## config.mk

```make
export PLATFORM = sky130hd
export DESIGN_NAME = letter_uart_tx_flat
export DESIGN_NICKNAME = d
export VERILOG_FILES = /design/src/rtl/glove_pkg.sv /design/src/rtl/letter_uart_tx_if.sv /design/src/rtl/byte_fifo.sv /design/src/rtl/letter_uart_tx.sv /design/src/flat_wrapper.sv
export SDC_FILE = /design/constraint.sdc
export NUM_CORES = 1
export LEC_CHECK = 0
export CAP_MARGIN = 40
export CORE_MARGIN = 4
export CORE_UTILIZATION = 60
export DETAILED_ROUTE_END_ITERATION = 12
export GPL_TIMING_DRIVEN = 0
export PLACE_DENSITY = 0.86
export SKIP_CTS_REPAIR_TIMING = 1
export SLEW_MARGIN = 20
export SYNTH_ARGS = -nofsm -noshare
export SYNTH_HDL_FRONTEND = slang
export SYNTH_SLANG_ARGS = --single-unit
```

## constraint.sdc

```tcl
create_clock -name i_clk -period 8.1 [get_ports i_clk]
set_clock_uncertainty 0.1 [all_clocks]
set_input_delay 2.025 -clock i_clk [delete_from_list [all_inputs] [get_ports i_clk]]
set_output_delay 2.025 -clock i_clk [all_outputs]
set_load 0.02 [all_outputs]
```

## src/rtl/glove_pkg.sv

```systemverilog
// glove_pkg
// Shared definitions for the glove letter/word output path: loader and UART
// transmitter state enums, ASCII constants, letter-code width and the byte
// mapping helper.
// Configuration macro: LETTER_ASCII_EN
//   defined   - codes 1..26 map to 'A'..'Z', code 0 maps to space,
//               codes 27..255 pass through unchanged
//   undefined - bytes are sent raw
package glove_pkg;

  localparam int LETTER_W = 8;

  localparam logic [7:0] ASCII_CR = 8'h0D;
  localparam logic [7:0] ASCII_LF = 8'h0A;
  localparam logic [7:0] ASCII_A  = 8'h41;
  localparam logic [7:0] ASCII_SP = 8'h20;

  typedef enum logic [1:0] {L_IDLE, L_BYTES, L_CR, L_LF} loader_state_t;
  typedef enum logic [1:0] {T_IDLE, T_START, T_DATA, T_STOP} tx_state_t;

  // Applied to letter and word bytes only; the CR/LF terminator bypasses it.
  function automatic logic [7:0] map_byte(input logic [LETTER_W-1:0] code);
`ifdef LETTER_ASCII_EN
    if (code == 8'd0)
      return ASCII_SP;
    else if (code <= 8'd26)
      return ASCII_A + code - 8'd1;
    else
      return code;
`else
    return code;
`endif
  endfunction

endpackage

```

## src/rtl/letter_uart_tx_if.sv

```systemverilog
// letter_uart_tx_if
// Letter/word output interface of the glove recognizer.
//   i_letter_valid  one-cycle strobe, new letter in i_letter
//   i_letter        letter code
//   i_word_valid    one-cycle strobe, word finished
//   i_word          15 bytes, byte k at [8k+7:8k], byte 0 first
//   i_length        number of valid word bytes, 0..15
// Modports: master = recognizer (drives), slave = serializer (receives).
interface letter_uart_tx_if;
  import glove_pkg::*;

  logic                i_letter_valid;
  logic [LETTER_W-1:0] i_letter;
  logic                i_word_valid;
  logic [119:0]        i_word;
  logic [3:0]          i_length;

  modport master (output i_letter_valid, i_letter, i_word_valid, i_word, i_length);
  modport slave  (input  i_letter_valid, i_letter, i_word_valid, i_word, i_length);
endinterface

```

## src/rtl/byte_fifo.sv

```systemverilog
// byte_fifo
// Synchronous byte FIFO with show-ahead read data.
//   i_clk, i_rst_n   clock, asynchronous active-low reset
//   i_push, i_data   write request and data
//   i_pop            read request; o_data is the current head
//   o_full, o_empty  status
//   o_level          occupancy, 0..DEPTH
// A push while full is accepted only if a pop happens in the same cycle.
module byte_fifo #(
  parameter  int DEPTH = 16,
  localparam int AW    = $clog2(DEPTH),
  localparam int LW    = AW + 1
) (
  input  logic          i_clk,
  input  logic          i_rst_n,
  input  logic          i_push,
  input  logic [7:0]    i_data,
  input  logic          i_pop,
  output logic [7:0]    o_data,
  output logic          o_full,
  output logic          o_empty,
  output logic [LW-1:0] o_level
);

  logic [7:0]    mem [DEPTH];
  logic [AW-1:0] wr_ptr;
  logic [AW-1:0] rd_ptr;
  logic [LW-1:0] level;
  logic          do_push;
  logic          do_pop;

  assign o_full  = (level == LW'(DEPTH));
  assign o_empty = (level == '0);
  assign o_level = level;
  assign o_data  = mem[rd_ptr];

  assign do_pop  = i_pop && !o_empty;
  assign do_push = i_push && (!o_full || do_pop);

  always_ff @(posedge i_clk) begin
    if (do_push)
      mem[wr_ptr] <= i_data;
  end

  // Pointers wrap naturally because DEPTH is a power of two.
  always_ff @(posedge i_clk or negedge i_rst_n) begin
    if (!i_rst_n) begin
      wr_ptr <= '0;
      rd_ptr <= '0;
      level  <= '0;
    end else begin
      if (do_push) wr_ptr <= wr_ptr + AW'(1);
      if (do_pop)  rd_ptr <= rd_ptr + AW'(1);
      if (do_push && !do_pop)
        level <= level + LW'(1);
      else if (do_pop && !do_push)
        level <= level - LW'(1);
    end
  end

endmodule

```

## src/rtl/letter_uart_tx.sv

```systemverilog
// letter_uart_tx
// Serializes recognizer letters and finished words onto an 8N1 UART line.
// Letters are pushed directly; words go through a loader that emits the word
// bytes followed by CR LF. A byte FIFO decouples pushes from the transmitter.
//   i_clk, i_rst_n  clock, asynchronous active-low reset
//   bus             letter/word strobes (letter_uart_tx_if.slave)
//   i_ovf_clr       one-cycle clear of o_overflow
//   o_tx            UART line, idle high
//   o_busy          loader active, FIFO non-empty or frame in flight
//   o_overflow      sticky drop flag (set wins over clear)
//   o_fifo_level    FIFO occupancy
// Configuration macro: LETTER_ASCII_EN (see glove_pkg::map_byte).
module letter_uart_tx
  import glove_pkg::*;
#(
  parameter  int BAUD_DIV   = 434,
  parameter  int FIFO_DEPTH = 16,
  localparam int LVL_W      = $clog2(FIFO_DEPTH) + 1
) (
  input  logic             i_clk,
  input  logic             i_rst_n,
  letter_uart_tx_if.slave  bus,
  input  logic             i_ovf_clr,
  output logic             o_tx,
  output logic             o_busy,
  output logic             o_overflow,
  output logic [LVL_W-1:0] o_fifo_level
);

  localparam logic [15:0] BAUD_LAST = 16'(BAUD_DIV - 1);

  loader_state_t    l_state, l_next;
  tx_state_t        t_state, t_next;
  logic [14:0][7:0] word_q;
  logic [3:0]       len_q;
  logic [3:0]       idx_q;
  logic             latch_word;
  logic             idx_inc;
  logic             loader_want;
  logic             loader_push;
  logic [7:0]       loader_byte;

  logic             fifo_push;
  logic [7:0]       fifo_wdata;
  logic             fifo_pop;
  logic [7:0]       fifo_rdata;
  logic             fifo_full;
  logic             fifo_empty;
  logic             can_push;

  logic [15:0]      baud_cnt;
  logic             baud_done;
  logic [2:0]       bit_cnt;
  logic [7:0]       shreg;
  logic             load;
  logic             shift;
  logic             ovf_set;

  byte_fifo #(.DEPTH(FIFO_DEPTH)) u_fifo (
    .i_clk   (i_clk),
    .i_rst_n (i_rst_n),
    .i_push  (fifo_push),
    .i_data  (fifo_wdata),
    .i_pop   (fifo_pop),
    .o_data  (fifo_rdata),
    .o_full  (fifo_full),
    .o_empty (fifo_empty),
    .o_level (o_fifo_level)
  );

  // A pop in the same cycle frees a slot, so a full FIFO can still accept.
  assign can_push   = !fifo_full || fifo_pop;
  assign fifo_push  = bus.i_letter_valid || loader_push;
  assign fifo_wdata = bus.i_letter_valid ? map_byte(bus.i_letter) : loader_byte;

  always_comb begin
    l_next      = l_state;
    loader_want = 1'b0;
    loader_byte = ASCII_CR;
    latch_word  = 1'b0;
    idx_inc     = 1'b0;
    case (l_state)
      L_BYTES: begin
        loader_want = 1'b1;
        loader_byte = map_byte(word_q[idx_q]);
      end
      L_CR: begin
        loader_want = 1'b1;
        loader_byte = ASCII_CR;
      end
      L_LF: begin
        loader_want = 1'b1;
        loader_byte = ASCII_LF;
      end
      default: ;
    endcase
    // Letters own the FIFO write port; the loader waits rather than drops.
    loader_push = loader_want && !bus.i_letter_valid && can_push;
    case (l_state)
      L_IDLE: begin
        if (bus.i_word_valid) begin
          latch_word = 1'b1;
          l_next     = (bus.i_length == 4'd0) ? L_CR : L_BYTES;
        end
      end
      L_BYTES: begin
        if (loader_push) begin
          if (idx_q == len_q - 4'd1) l_next = L_CR;
          else                       idx_inc = 1'b1;
        end
      end
      L_CR:    if (loader_push) l_next = L_LF;
      L_LF:    if (loader_push) l_next = L_IDLE;
      default: l_next = L_IDLE;
    endcase
  end

  always_ff @(posedge i_clk or negedge i_rst_n) begin
    if (!i_rst_n) begin
      l_state <= L_IDLE;
      word_q  <= '0;
      len_q   <= '0;
      idx_q   <= '0;
    end else begin
      l_state <= l_next;
      if (latch_word) begin
        word_q <= bus.i_word;
        len_q  <= bus.i_length;
        idx_q  <= '0;
      end else if (idx_inc) begin
        idx_q <= idx_q + 4'd1;
      end
    end
  end

  assign baud_done = (baud_cnt == BAUD_LAST);

  // T_STOP pops straight into T_START so consecutive frames have no gap.
  always_comb begin
    t_next   = t_state;
    fifo_pop = 1'b0;
    load     = 1'b0;
    shift    = 1'b0;
    case (t_state)
      T_IDLE: begin
        if (!fifo_empty) begin
          fifo_pop = 1'b1;
          load     = 1'b1;
          t_next   = T_START;
        end
      end
      T_START: if (baud_done) t_next = T_DATA;
      T_DATA: begin
        if (baud_done) begin
          shift = 1'b1;
          if (bit_cnt == 3'd7) t_next = T_STOP;
        end
      end
      T_STOP: begin
        if (baud_done) begin
          if (!fifo_empty) begin
            fifo_pop = 1'b1;
            load     = 1'b1;
            t_next   = T_START;
          end else begin
            t_next = T_IDLE;
          end
        end
      end
      default: t_next = T_IDLE;
    endcase
  end

  always_ff @(posedge i_clk or negedge i_rst_n) begin
    if (!i_rst_n) begin
      t_state  <= T_IDLE;
      baud_cnt <= '0;
      bit_cnt  <= '0;
      shreg    <= '0;
    end else begin
      t_state <= t_next;
      if (t_state == T_IDLE || baud_done) baud_cnt <= '0;
      else                                baud_cnt <= baud_cnt + 16'd1;
      if (load)       bit_cnt <= '0;
      else if (shift) bit_cnt <= bit_cnt + 3'd1;
      if (load)       shreg <= fifo_rdata;
      else if (shift) shreg <= {1'b0, shreg[7:1]};
    end
  end

  // The line is decoded from state registers so reset forces it high at once.
  always_comb begin
    case (t_state)
      T_START: o_tx = 1'b0;
      T_DATA:  o_tx = shreg[0];
      default: o_tx = 1'b1;
    endcase
  end

  assign o_busy  = (l_state != L_IDLE) || !fifo_empty || (t_state != T_IDLE);
  assign ovf_set = (bus.i_letter_valid && !can_push) ||
                   (bus.i_word_valid && (l_state != L_IDLE));

  always_ff @(posedge i_clk or negedge i_rst_n) begin
    if (!i_rst_n)       o_overflow <= 1'b0;
    else if (ovf_set)   o_overflow <= 1'b1;
    else if (i_ovf_clr) o_overflow <= 1'b0;
  end

endmodule

```

## src/flat_wrapper.sv

```systemverilog
// flat-port wrapper written by rule: the top's interface ports become plain ports
module letter_uart_tx_flat import glove_pkg::*;
#(
  parameter  int BAUD_DIV   = 434,
  parameter  int FIFO_DEPTH = 16,
  localparam int LVL_W      = $clog2(FIFO_DEPTH) + 1
)
  (i_clk, i_rst_n, i_ovf_clr, o_tx, o_busy, o_overflow, o_fifo_level, bus_i_letter_valid, bus_i_letter, bus_i_word_valid, bus_i_word, bus_i_length);
  letter_uart_tx_if bus_i ();
  input  logic i_clk;
  input  logic i_rst_n;
  input  logic i_ovf_clr;
  output logic o_tx;
  output logic o_busy;
  output logic o_overflow;
  output logic [LVL_W-1:0] o_fifo_level;
  input wire logic [$bits(bus_i.i_letter_valid)-1:0] bus_i_letter_valid;
  input wire logic [$bits(bus_i.i_letter)-1:0] bus_i_letter;
  input wire logic [$bits(bus_i.i_word_valid)-1:0] bus_i_word_valid;
  input wire logic [$bits(bus_i.i_word)-1:0] bus_i_word;
  input wire logic [$bits(bus_i.i_length)-1:0] bus_i_length;
  assign bus_i.i_letter_valid = bus_i_letter_valid;
  assign bus_i.i_letter = bus_i_letter;
  assign bus_i.i_word_valid = bus_i_word_valid;
  assign bus_i.i_word = bus_i_word;
  assign bus_i.i_length = bus_i_length;
  letter_uart_tx #(.BAUD_DIV(BAUD_DIV), .FIFO_DEPTH(FIFO_DEPTH)) u_core (.i_clk(i_clk), .i_rst_n(i_rst_n), .bus(bus_i), .i_ovf_clr(i_ovf_clr), .o_tx(o_tx), .o_busy(o_busy), .o_overflow(o_overflow), .o_fifo_level(o_fifo_level));
endmodule
```

==> metrics <==
area grow syn2layout=21.6%; Worst EP required=5.98 ns; gpl congestion=~0.77; Worst-path clk slew=around 0.06 ns; switching pwr=~1.7 mW; Setup CP Type=reg -> out; XOR/XNOR share of the synthesized area=under 10%; Synth warnings=0; I/O pin count=about 150; largest net degree at the start of global routing=88; vias in the first global route=8710; VDD IR max=0.237 mV; Post-synth EDFFs=roughly 130; Critical Path End=o_busy; routed via count=roughly 8000; main combinational cell family by area after synthesis=multiplexers; fmax=approximately 210 MHz; total of max-cap violations=0; HP Class=reg -> reg; kind of end point of the critical path=primary output; Seq/Total Area, Yosys=61.1%; DRC viols=0; pre-CTS setup slack=between 3 and 4 ns; outcome=complete, no violations; Routed WL=roughly 31000 um; clock root cell=clkbuf_16; Synth Cell Area=13400 um2; final hold vios=0; commonest non-fill, non-tap cell in the layout=dfrtp_1; antenna violations before repair=0; row cnt=between 50 and 60; smallest hold slack=0.401 ns; clock share of power=between 20% and 30%; initial core utilization=approximately three fifths; R2R setup slack=approximately 4.3 ns; GR Layer Usage met3=under 10%; post-synth cell types=55; via-per-instance ratio=6.11; CP Launch Type=register; CTS Buf Count=31; Iter 0 DRT Violations=between 400 and 500; unrepaired setup endpoints after global routing=no; residual overflow from global routing=0; PwrDens=about 340 nW/um2; worst r2r dst=u_core.u_fifo.o_level[4]; post-route ant nets=0; CP Max Fanout=6; compound-cell area share of the yosys netlist=3.37%; Reg power frac=between 40 and 50%; switching fraction of total power=between 30% and 40%; Bufs on Longest Clock Path=3; Clk Latency, worst-skew pair=between 0.5 and 0.6 ns; Port-buffer cells=between 100 and 150; H-tree levels=1; post-DP HPWL=~22000 um; WL/cell=about 24 um; Sum Neg Setup Slack=0 ns; Logic pwr share=between 30 and 40%; data arrival time of the critical path=~2.7 ns; layout cell share with drive strength beyond 1=between 20% and 30%; Die ar.=between 20000 and 25000 um2; Core Area=roughly 22000 um2; post-synthesis mux area share=roughly a quarter; asr flop ratio synth=a little under three fifths; Avg Inst Size Synth=16.0 um2; internal power component=3.88 mW; Slew @ Worst Pin=roughly 0.84 ns; DIE WIDTH=157 um; first-pass detailed-route iteration total=7; Post-Synth Adder-Cell Area=between 2 and 2.5%; total leakage power=around 6.3 nW; syn_nets=around 1000; GRT Util Overall=about a quarter; Setup WS post-layout=3.24 ns; Final min period=approximately 4.9 ns; antenna cells=0; final setup violation count=0; met2 Resource Use GR=45.4%; clock sinks=approximately 300; Post-synth top flop=dfrtp_1; global-route wire length before repair=approximately 49000 um; GR Util met1=around a third; Final Max Tran Viols=0; Die Ht=around 160 um; Synth Area in Simple Gates=around 5.5%; FF-to-FF Start=u_core.baud_cnt[2]; Most Crowded Layer GR=met2; final period utilization=approximately 60%; most frequent cells in the layout=dfrtp_1 (173), clkdlybuf4s50_1 (142), edfxtp_1 (128); Yosys reg bits=approximately 300; Worst Reg-to-Reg Cells=15; Rel. slew slack=44.2%; Worst setup startpoint=u_core.u_fifo.o_level[1]; CTS tree=done; synthesized instance count=approximately 840; nets=roughly 1200
## stage by stage
stage | util, % | area (um2) | cells | power, mW
floorplan | - | 13400 | 835 | 3.53
global placement | 69.3 | 15200 | 1258 | 4.02
detailed placement | 69.6 | 15200 | 1262 | 4.11
CTS | 74.4 | 16300 | 1320 | 5.56
global route | 74.4 | 16300 | 1320 | 5.80
finish | 74.4 | 16300 | 1320 | 5.55
## worst max-delay path, stage by stage (launching register included)
cell and delay (ns):
dfrtp_1 0.45, or4_4 0.60, nor3b_1 0.42, nand2_1 0.14
clkdlybuf4s50_1 0.56
## power by group through the flow
| stage | logic, mW | clock network, mW | registers [mW] |
|---|---|---|---|
| after floorplan | 1.21 | 0 | 2.33 |
| final | 1.73 | 1.43 | 2.39 |
| after global placement | 1.65 | 0 | 2.37 |
| after CTS | 1.73 | 1.44 | 2.38 |
| after detailed placement | 1.71 | 0 | 2.40 |
| after global routing | 1.86 | 1.51 | 2.43 |
## synth_stat cells (3+ instances only)
master | instances | area share, %
dfrtp_1 | 173 | 32
edfxtp_1 | 128 | 29
mux2_2 | 124 | 10
mux4_2 | 68 | 11
nand2_1 | 30 | 0.84
clkbuf_1 | 29 | 0.81
nor2_1 | 28 | 0.79
ha_1 | 25 | 2.3
inv_1 | 23 | 0.64
mux2i_1 | 16 | 1.2
xor2_1 | 16 | 1.0
xnor2_1 | 15 | 0.98
o21ai_0 | 14 | 0.52
nand3_1 | 13 | 0.49
and2_1 | 12 | 0.56
a21oi_1 | 10 | 0.37
nor3b_1 | 10 | 0.56
a221o_1 | 9 | 0.67
nor3_1 | 9 | 0.34
buf_2 | 7 | 0.26
nor2b_1 | 7 | 0.33
and4_1 | 6 | 0.39
nor4_1 | 6 | 0.28
a22o_1 | 5 | 0.33
buf_1 | 5 | 0.14
nand4_1 | 4 | 0.19
a22oi_1 | 3 | 0.17
buf_6 | 3 | 0.25
nor4b_1 | 3 | 0.20
o211ai_1 | 3 | 0.17
## registers in the layout (all words and copies together), names as in the netlist
signal and count:
u_core.word_q 120, u_core.u_fifo.wr_ptr 4, u_core.u_fifo.mem 128, u_core.idx_q 4, u_core.baud_cnt 16, u_core.len_q 4, u_core.o_overflow 1, u_core.l_state 2
u_core.shreg 8, u_core.bit_cnt 3, u_core.u_fifo.rd_ptr 4, u_core.t_state 2, u_core.u_fifo.o_level 5
## logic make-up after synthesis
kind of cell	Yosys count
simple gates	138
flops	301
mux	211
xor+xnor	31
fa+ha+maj	26
compound gates	60
buf+inv	68
## worst min path at each step
| stage | startpoint | endpoint | cells after the start | slack [ns] |
|---|---|---|---|---|
| final | u_core.word_q[80] | u_core.word_q[80] | 1 | 0.40 |
| after global placement | u_core.word_q[87] | u_core.word_q[87] | 1 | 0.38 |
| after detailed placement | u_core.word_q[30] | u_core.word_q[30] | 1 | 0.39 |
| after global routing | u_core.word_q[97] | u_core.word_q[97] | 1 | 0.41 |
| after CTS | u_core.word_q[82] | u_core.word_q[82] | 1 | 0.41 |
| after floorplan | u_core.word_q[80] | u_core.word_q[80] | 1 | 0.37 |
## layer usage
metal	vias to the layer above	part of all wire (%)
li1	3531	-
met1	4144	38
met2	326	52
met3	58	7.0
met4	0	2.7
met5	-	0
## layout make-up
class,instances,area (um2)
inverter,23,86.3
sequential,301,8170
timing repair buffer,147,1510
multi-input combinational,466,4920
clock inverter,13,123
fill,1359,5610
clock buffer,45,917
tap,280,350
buffer,45,204
Power figures use the tool's default switching activity.
